**src/rtl/dc_ipu_line_seq.sv**
```systemverilog
// dc_ipu_line_seq: line-level scheduler for the IPU gather stage.
// Steps a fixed-point source-Y accumulator once per output line. For each line
// it requests a 4-row window from the Buffering Unit, starts the gather unit,
// counts output quads, and then aborts the gather unit to close the line.
// Optional build macro: DC_IPU_LINE_SEQ_STATS_EN enables the RUN stall counter.
module dc_ipu_line_seq #(
  parameter int TEX_SIZE_WIDTH  = 12,
  parameter int TEX_FRACT_WIDTH = 8,
  parameter int CLAMP_CTL_WIDTH = 3
) (
  input  logic                                              clk,
  input  logic                                              nreset,
  input  logic                                              frame_start,
  input  logic                                              frame_abort,
  input  logic        [TEX_SIZE_WIDTH-1:0]                  cfg_tex_width,
  input  logic        [TEX_SIZE_WIDTH-1:0]                  cfg_tex_height,
  input  logic        [TEX_SIZE_WIDTH-1:0]                  cfg_out_width,
  input  logic        [TEX_SIZE_WIDTH-1:0]                  cfg_out_height,
  input  logic signed [TEX_SIZE_WIDTH+TEX_FRACT_WIDTH-1:0]  cfg_y_init,
  input  logic        [TEX_SIZE_WIDTH+TEX_FRACT_WIDTH-1:0]  cfg_y_step,
  output logic                                              bu_line_valid,
  input  logic                                              bu_line_ready,
  output logic        [TEX_SIZE_WIDTH-1:0]                  bu_line_y,
  output logic                                              g_ctl_start,
  output logic                                              g_ctl_abort,
  output logic signed [CLAMP_CTL_WIDTH-1:0]                 g_ctl_clamp_y,
  output logic        [TEX_SIZE_WIDTH-1:0]                  g_ctl_tex_width,
  output logic        [TEX_FRACT_WIDTH-1:0]                 line_fract_y,
  input  logic                                              quad_xfer,
  output logic                                              busy,
  output logic                                              frame_done,
  output logic        [31:0]                                stat_stall_cycles
);

  localparam int YW = TEX_SIZE_WIDTH + TEX_FRACT_WIDTH;
  localparam int AW = TEX_SIZE_WIDTH + 1;

  localparam logic signed [AW-1:0] ONE    = AW'(1);
  localparam logic signed [AW-1:0] FOUR   = AW'(4);
  localparam logic signed [AW-1:0] CL_MAX = AW'(3);
  localparam logic signed [AW-1:0] CL_MIN = AW'(-3);

  typedef enum logic [2:0] {
    S_IDLE  = 3'd0,
    S_REQ   = 3'd1,
    S_START = 3'd2,
    S_RUN   = 3'd3,
    S_END   = 3'd4,
    S_DONE  = 3'd5
  } state_t;

  state_t state, state_nxt;

  logic signed [YW-1:0]              y_acc;
  logic        [YW-1:0]              step_cfg;
  logic        [TEX_SIZE_WIDTH-1:0]  h_cfg;
  logic        [TEX_SIZE_WIDTH-1:0]  tw_cfg;
  logic        [TEX_SIZE_WIDTH-1:0]  ow_cfg;
  logic        [TEX_SIZE_WIDTH-1:0]  oh_cfg;
  logic        [TEX_SIZE_WIDTH-1:0]  line_cnt;
  logic        [TEX_SIZE_WIDTH-1:0]  quad_cnt;
  logic                              abort_pend;

  logic signed [AW-1:0]              y_int, r0, lo, h_max, win_y, win_d;
  logic signed [CLAMP_CTL_WIDTH-1:0] win_clamp;
  logic                              hs, last_quad, last_line;

  // Saturate the window offset to the signed clamp-code range -3..+3.
  function automatic logic signed [CLAMP_CTL_WIDTH-1:0] sat_clamp(input logic signed [AW-1:0] d);
    logic signed [AW-1:0] s;
    if (d > CL_MAX)      s = CL_MAX;
    else if (d < CL_MIN) s = CL_MIN;
    else                 s = d;
    return s[CLAMP_CTL_WIDTH-1:0];
  endfunction

  // Window placement: the 4-row window starts one row above the integer Y and
  // is pushed inside the texture; the push distance becomes the clamp code.
  always_comb begin
    y_int     = {y_acc[YW-1], y_acc[YW-1:TEX_FRACT_WIDTH]};  // y_acc >>> FRACT, sign-extended
    r0        = y_int - ONE;
    lo        = r0[AW-1] ? '0 : r0;
    h_max     = $signed({1'b0, h_cfg}) - FOUR;
    win_y     = (lo > h_max) ? h_max : lo;
    win_d     = r0 - win_y;
    win_clamp = sat_clamp(win_d);
  end

  assign hs        = bu_line_valid && bu_line_ready;
  assign last_quad = (quad_cnt == ow_cfg - TEX_SIZE_WIDTH'(1));
  assign last_line = (line_cnt == oh_cfg - TEX_SIZE_WIDTH'(1));
  assign bu_line_y = bu_line_valid ? win_y[TEX_SIZE_WIDTH-1:0] : '0;

  // State register.
  always_ff @(posedge clk or negedge nreset) begin
    if (!nreset) state <= S_IDLE;
    else         state <= state_nxt;
  end

  // Next-state and per-state control strobes.
  always_comb begin
    state_nxt     = state;
    bu_line_valid = 1'b0;
    g_ctl_start   = 1'b0;
    g_ctl_abort   = 1'b0;
    frame_done    = 1'b0;
    busy          = (state != S_IDLE);
    case (state)
      S_IDLE: if (frame_start) state_nxt = S_REQ;
      S_REQ: begin
        if (abort_pend) begin
          state_nxt = S_DONE;
        end else begin
          bu_line_valid = 1'b1;
          // An accepted request is honoured even if an abort arrives with it;
          // the abort is then deferred to the end of that line.
          if (bu_line_ready)    state_nxt = S_START;
          else if (frame_abort) state_nxt = S_DONE;
        end
      end
      S_START: begin
        g_ctl_start = 1'b1;
        state_nxt   = S_RUN;
      end
      S_RUN: if (quad_xfer && last_quad) state_nxt = S_END;
      S_END: begin
        g_ctl_abort = 1'b1;
        state_nxt   = (last_line || abort_pend || frame_abort) ? S_DONE : S_REQ;
      end
      S_DONE: begin
        frame_done = 1'b1;
        state_nxt  = S_IDLE;
      end
      default: state_nxt = S_IDLE;
    endcase
  end

  // Frame configuration, Y accumulator, counters and gather line controls.
  always_ff @(posedge clk or negedge nreset) begin
    if (!nreset) begin
      y_acc           <= '0;
      step_cfg        <= '0;
      h_cfg           <= '0;
      tw_cfg          <= '0;
      ow_cfg          <= '0;
      oh_cfg          <= '0;
      line_cnt        <= '0;
      quad_cnt        <= '0;
      abort_pend      <= 1'b0;
      g_ctl_clamp_y   <= '0;
      g_ctl_tex_width <= '0;
      line_fract_y    <= '0;
    end else begin
      case (state)
        S_IDLE: begin
          if (frame_start) begin
            y_acc      <= cfg_y_init;
            step_cfg   <= cfg_y_step;
            h_cfg      <= cfg_tex_height;
            tw_cfg     <= cfg_tex_width;
            ow_cfg     <= cfg_out_width;
            oh_cfg     <= cfg_out_height;
            line_cnt   <= '0;
            abort_pend <= 1'b0;
          end
        end
        S_REQ: begin
          // Line controls are captured on the handshake so they are already
          // valid during the start pulse and stay put for the whole line.
          if (hs) begin
            g_ctl_clamp_y   <= win_clamp;
            g_ctl_tex_width <= tw_cfg;
            line_fract_y    <= y_acc[TEX_FRACT_WIDTH-1:0];
            if (frame_abort) abort_pend <= 1'b1;
          end
        end
        S_START: begin
          quad_cnt <= '0;
          if (frame_abort) abort_pend <= 1'b1;
        end
        S_RUN: begin
          if (quad_xfer)   quad_cnt   <= quad_cnt + TEX_SIZE_WIDTH'(1);
          if (frame_abort) abort_pend <= 1'b1;
        end
        S_END: begin
          y_acc    <= y_acc + $signed(step_cfg);  // wraps at full width
          line_cnt <= line_cnt + TEX_SIZE_WIDTH'(1);
          if (frame_abort) abort_pend <= 1'b1;
        end
        default: ;
      endcase
    end
  end

`ifdef DC_IPU_LINE_SEQ_STATS_EN
  logic [31:0] stall_cnt;

  // Count RUN cycles without a quad transfer; saturates, cleared per frame.
  always_ff @(posedge clk or negedge nreset) begin
    if (!nreset)                                  stall_cnt <= '0;
    else if (state == S_IDLE && frame_start)      stall_cnt <= '0;
    else if (state == S_RUN && !quad_xfer && stall_cnt != '1)
                                                  stall_cnt <= stall_cnt + 32'd1;
  end

  assign stat_stall_cycles = stall_cnt;
`else
  assign stat_stall_cycles = '0;
`endif

endmodule

```
**config.mk**
```make
export PLATFORM = sky130hd
export DESIGN_NAME = dc_ipu_line_seq
export DESIGN_NICKNAME = d
export VERILOG_FILES = /design/src/rtl/dc_ipu_line_seq.sv
export SDC_FILE = /design/constraint.sdc
export NUM_CORES = 1
export LEC_CHECK = 0
export CORE_MARGIN = 5
export CORE_UTILIZATION = 45
export DETAILED_ROUTE_END_ITERATION = 7
export PLACE_DENSITY = 0.7
export RECOVER_POWER = 50
export SLEW_MARGIN = 30
export SYNTH_ARGS = -nofsm -noshare
export SYNTH_HDL_FRONTEND = slang
export SYNTH_SLANG_ARGS = --single-unit
export TNS_END_PERCENT = 20
```
**constraint.sdc**
```tcl
create_clock -name clk -period 9.1 [get_ports clk]
set_input_delay 1.365 -clock clk [delete_from_list [all_inputs] [get_ports clk]]
set_output_delay 1.365 -clock clk [all_outputs]
set_load 0.03 [all_outputs]
```
==> run_results.csv <==
group,metric,value,unit
global_route,grt_pass1_vias,7688,
pwr,p_leak,0.00515,uW
route,drt-initial-drc-count,387,
route,final_antenna_net_count,0,
timing,setup_tns,0,ns
route,first_pass_iters,5,
pwr,p_total,4830,uW
timing,slew_headroom,-144,%
timing,finalClockSkew,0.00683,ns
layout,diodes,0,
logic_synthesis,ys_ff_latch,139,
status,failed_checks,"max-capacitance violations, max-slew violations",
setup_path,critPathMaxFanout,10,
logic_synthesis,synthTopCellsByArea,"dfrtp_1, nand2_1, ha_1, xnor2_1, xor2_1",
timing,fmax,162,MHz
setup_path,slowest_delay,0.68,ns
setup_path,cp_common_cell,"nor2_1",
route,drt-vias-per-instance,5.31,
floorplanning,die_h,152,um
logic_synthesis,synth-edff-count,0,
route,post_drt_wl_per_cell,16.2,um
logic_synthesis,ys_types,84,
logic_synthesis,ys_seq_area_share,38.2,%
global_route,grt_overflow,0,
clocking,max-clock-path-buffers,2,
min_path,hold_class,"flop to flop",
logic_synthesis,yosysMostFrequentCell,"nand2_1",
clocking,cts_tree,"built",
clocking,cts_num_sinks,139,
clocking,numCtsBuffers,17,
setup_path,r2r_slack,3.24,ns
setup_path,startpoint,"y_acc[8]$_DFFE_PN0P_",
placement,dp_hpwl,17500,um
global_route,grt_pass1_wl,39100,um
timing,drv_slew,123,
layout,drive_above_1_share,6.72,%
timing,rsz0062_at_grt,"false",
floorplanning,fp.dieW,152,um
setup_path,start_kind,"flop",
logic_synthesis,synth_common_cells,"nand2_1, dfrtp_1, nor2_1",
pwr,ir_drop,0.000195,V
timing,finalCritPeriodShare,67.9,%
clocking,htreeDepth,4,
status,status,"finished with violations",
timing,finalCriticalPeriod,6.18,ns
setup_path,crit_chain,"inv_1 > ha_1 > nor2b_1 > nand3_1 > nor2_1 > nor2_1 > nand2_1 > inv_1 > ha_1 > a211o_1 > o221ai_1 > a21oi_1 > o211ai_1 > nand3_2 > mux2_2 > nor2_1 > clkdlybuf4s50_1",
floorplanning,design.core.area,0.0201,mm2
logic_synthesis,syn_avg_cell_area,8.61,um2
setup_path,cpMaxStageDelayCell,"clkdlybuf4s50_1",
layout,area_growth_syn_to_layout,22.3,%
clocking,cts.clk_slew.worst_paths,0.06,ns
timing,hold_violations,0,
pwr,power.density,434,mW/mm2
min_path,min_from,"tw_cfg[1]$_DFFE_PN0P_",
logic_synthesis,yosysWarnings,0,
timing,setup_viol,0,
setup_path,critical_path_required,7.74,ns
route,vias,7765,
timing,tightest_slew,3.66,ns
setup_path,r2r-start,"y_acc[8]$_DFFE_PN0P_",
job,cap_violations,3,
route,wl,23600,um
setup_path,critPathKind,"flop to output port",
logic_synthesis,netlist_instances,1058,
clocking,postCtsSetupRepairBufs,0,
floorplanning,die_area,0.0232,mm2
placement,port_buffers,133,
setup_path,end_kind,"output port",
layout,nNetsFinal,1323,
setup_path,worstPathArrival,4.82,ns
clocking,clockRootBuffer,"clkbuf_16",
logic_synthesis,synthFlopType,"dfrtp_1",
floorplanning,rows,52,
logic_synthesis,async_flop_share,100,%
layout,post-route-util,55.4,%
placement,globalplace.congestion,0.929,
clocking,insertion_delay,0.41,ns
global_route,grtUsageTotal,20.4,%
logic_synthesis,yosysTopAreaCell,"dfrtp_1",
floorplanning,start_util,45.3,%
floorplanning,pin_count,166,
clocking,postCtsResizedCells,0,
setup_path,path_buf_inv,3,
logic_synthesis,synth_top_area_share,38.2,%
logic_synthesis,syn_area,0.00911,mm2
global_route,antenna_found_initial,0,
global_route,grt_max_degree,74,
clocking,ctsHoldBuffers,0,
setup_path,path_delay_family,"simple AND/OR/NAND/NOR gates",
route,drc_errors,0,
==> cells in the final DEF (no fill, tap or decap), drive strengths merged, types with 27 or more instances in the layout <==
cell and instances:
nand2 242, o21ai 61, inv 46, conb 32
nor2 79, ha 49, a21oi 27, clkdlybuf4s50 130
xor2 35, dfrtp 139, xnor2 42
==> power by group <==
group | internal [uW] | switching (uW)
clock network | 433 | 276
logic | 1280 | 1710
registers | 873 | 268
==> registers in the layout (all words and copies together) (netlist names) <==
name	cells
step_cfg	20
y_acc	20
g_ctl_tex_width	12
h_cfg	12
line_cnt	12
oh_cfg	12
ow_cfg	12
quad_cnt	12
tw_cfg	12
line_fract_y	8
g_ctl_clamp_y	3
state	3
abort_pend	1
==> worst reg2reg max path, cell delays in order (launching register included) <==
cell	delay, ns
dfrtp_1	0.51
inv_1	0.08
ha_1	0.22
nor2b_1	0.15
nand3_1	0.17
nor2_1	0.07
nor2_1	0.38
nand2_1	0.13
inv_1	0.09
ha_1	0.25
a211o_1	0.28
o221ai_1	0.17
a21oi_1	0.06
o211ai_1	0.32
nand3_2	0.34
mux2_2	0.34
ha_1	0.16
inv_1	0.06
fa_1	0.40
a211oi_1	0.37
o21a_1	0.20
o311ai_1	0.14
o22ai_1	0.23
xnor2_1	0.17
nor2_1	0.08
a21o_1	0.24
a31oi_1	0.17
==> kinds of logic after synthesis <==
family	count (synthesis)	synth area share, %
compound gates	181	12.9
xor+xnor	77	7.48
fa+ha+maj	51	7.17
buf+inv	114	6.21
flops	139	38.2
mux	39	4.63
other cells	1	0.0412
simple gates	456	23.4
==> stage by stage <==
stage	hold WS [ns]	std cells	instance area, um2	setup WS, ns
6_report	0.468	1461	11100	2.92
5_1_grt	0.499	1461	11100	2.54
4_1_cts	0.476	1461	11200	2.94
3_5_place_dp	0.460	1429	10600	3.39
3_3_place_gp	0.454	1429	10600	3.47
2_1_floorplan	0.442	1089	9230	4.13
==> cell type report <==
class                           instances  area (um2)
Clock buffer                           19         433
Clock inverter                         13         166
Fill cell                            1848        8960
Inverter                               44         165
Timing Repair Buffer                  140        1380
Multi-Input combinational cell        836        5190
Tap cell                              270         338
Sequential cell                       139        3480
==> final timing paths <==
check,endpoint,cells past startpoint
max,bu_line_y[7],17
min,tw_cfg[1]$_DFFE_PN0P_,2
max reg2reg,g_ctl_clamp_y[0]$_DFFE_PN0P_,26
min reg2reg,tw_cfg[1]$_DFFE_PN0P_,2
max in group asynchronous,y_acc[14]$_DFFE_PN0P_,1
min in group asynchronous,oh_cfg[9]$_DFFE_PN0P_,1
==> layer usage <==
metal	wire length [um]	part of all wire (%)	vias up	global-route usage (%)
met2	11600	49	161	34.7
met4	509	2.2	0	6.42
li1	-	-	3839	-
met3	940	4.0	26	3.92
met1	10600	45	3739	26.4
met5	0	0	-	0
Note: power is estimated with default switching activity, not from simulation.
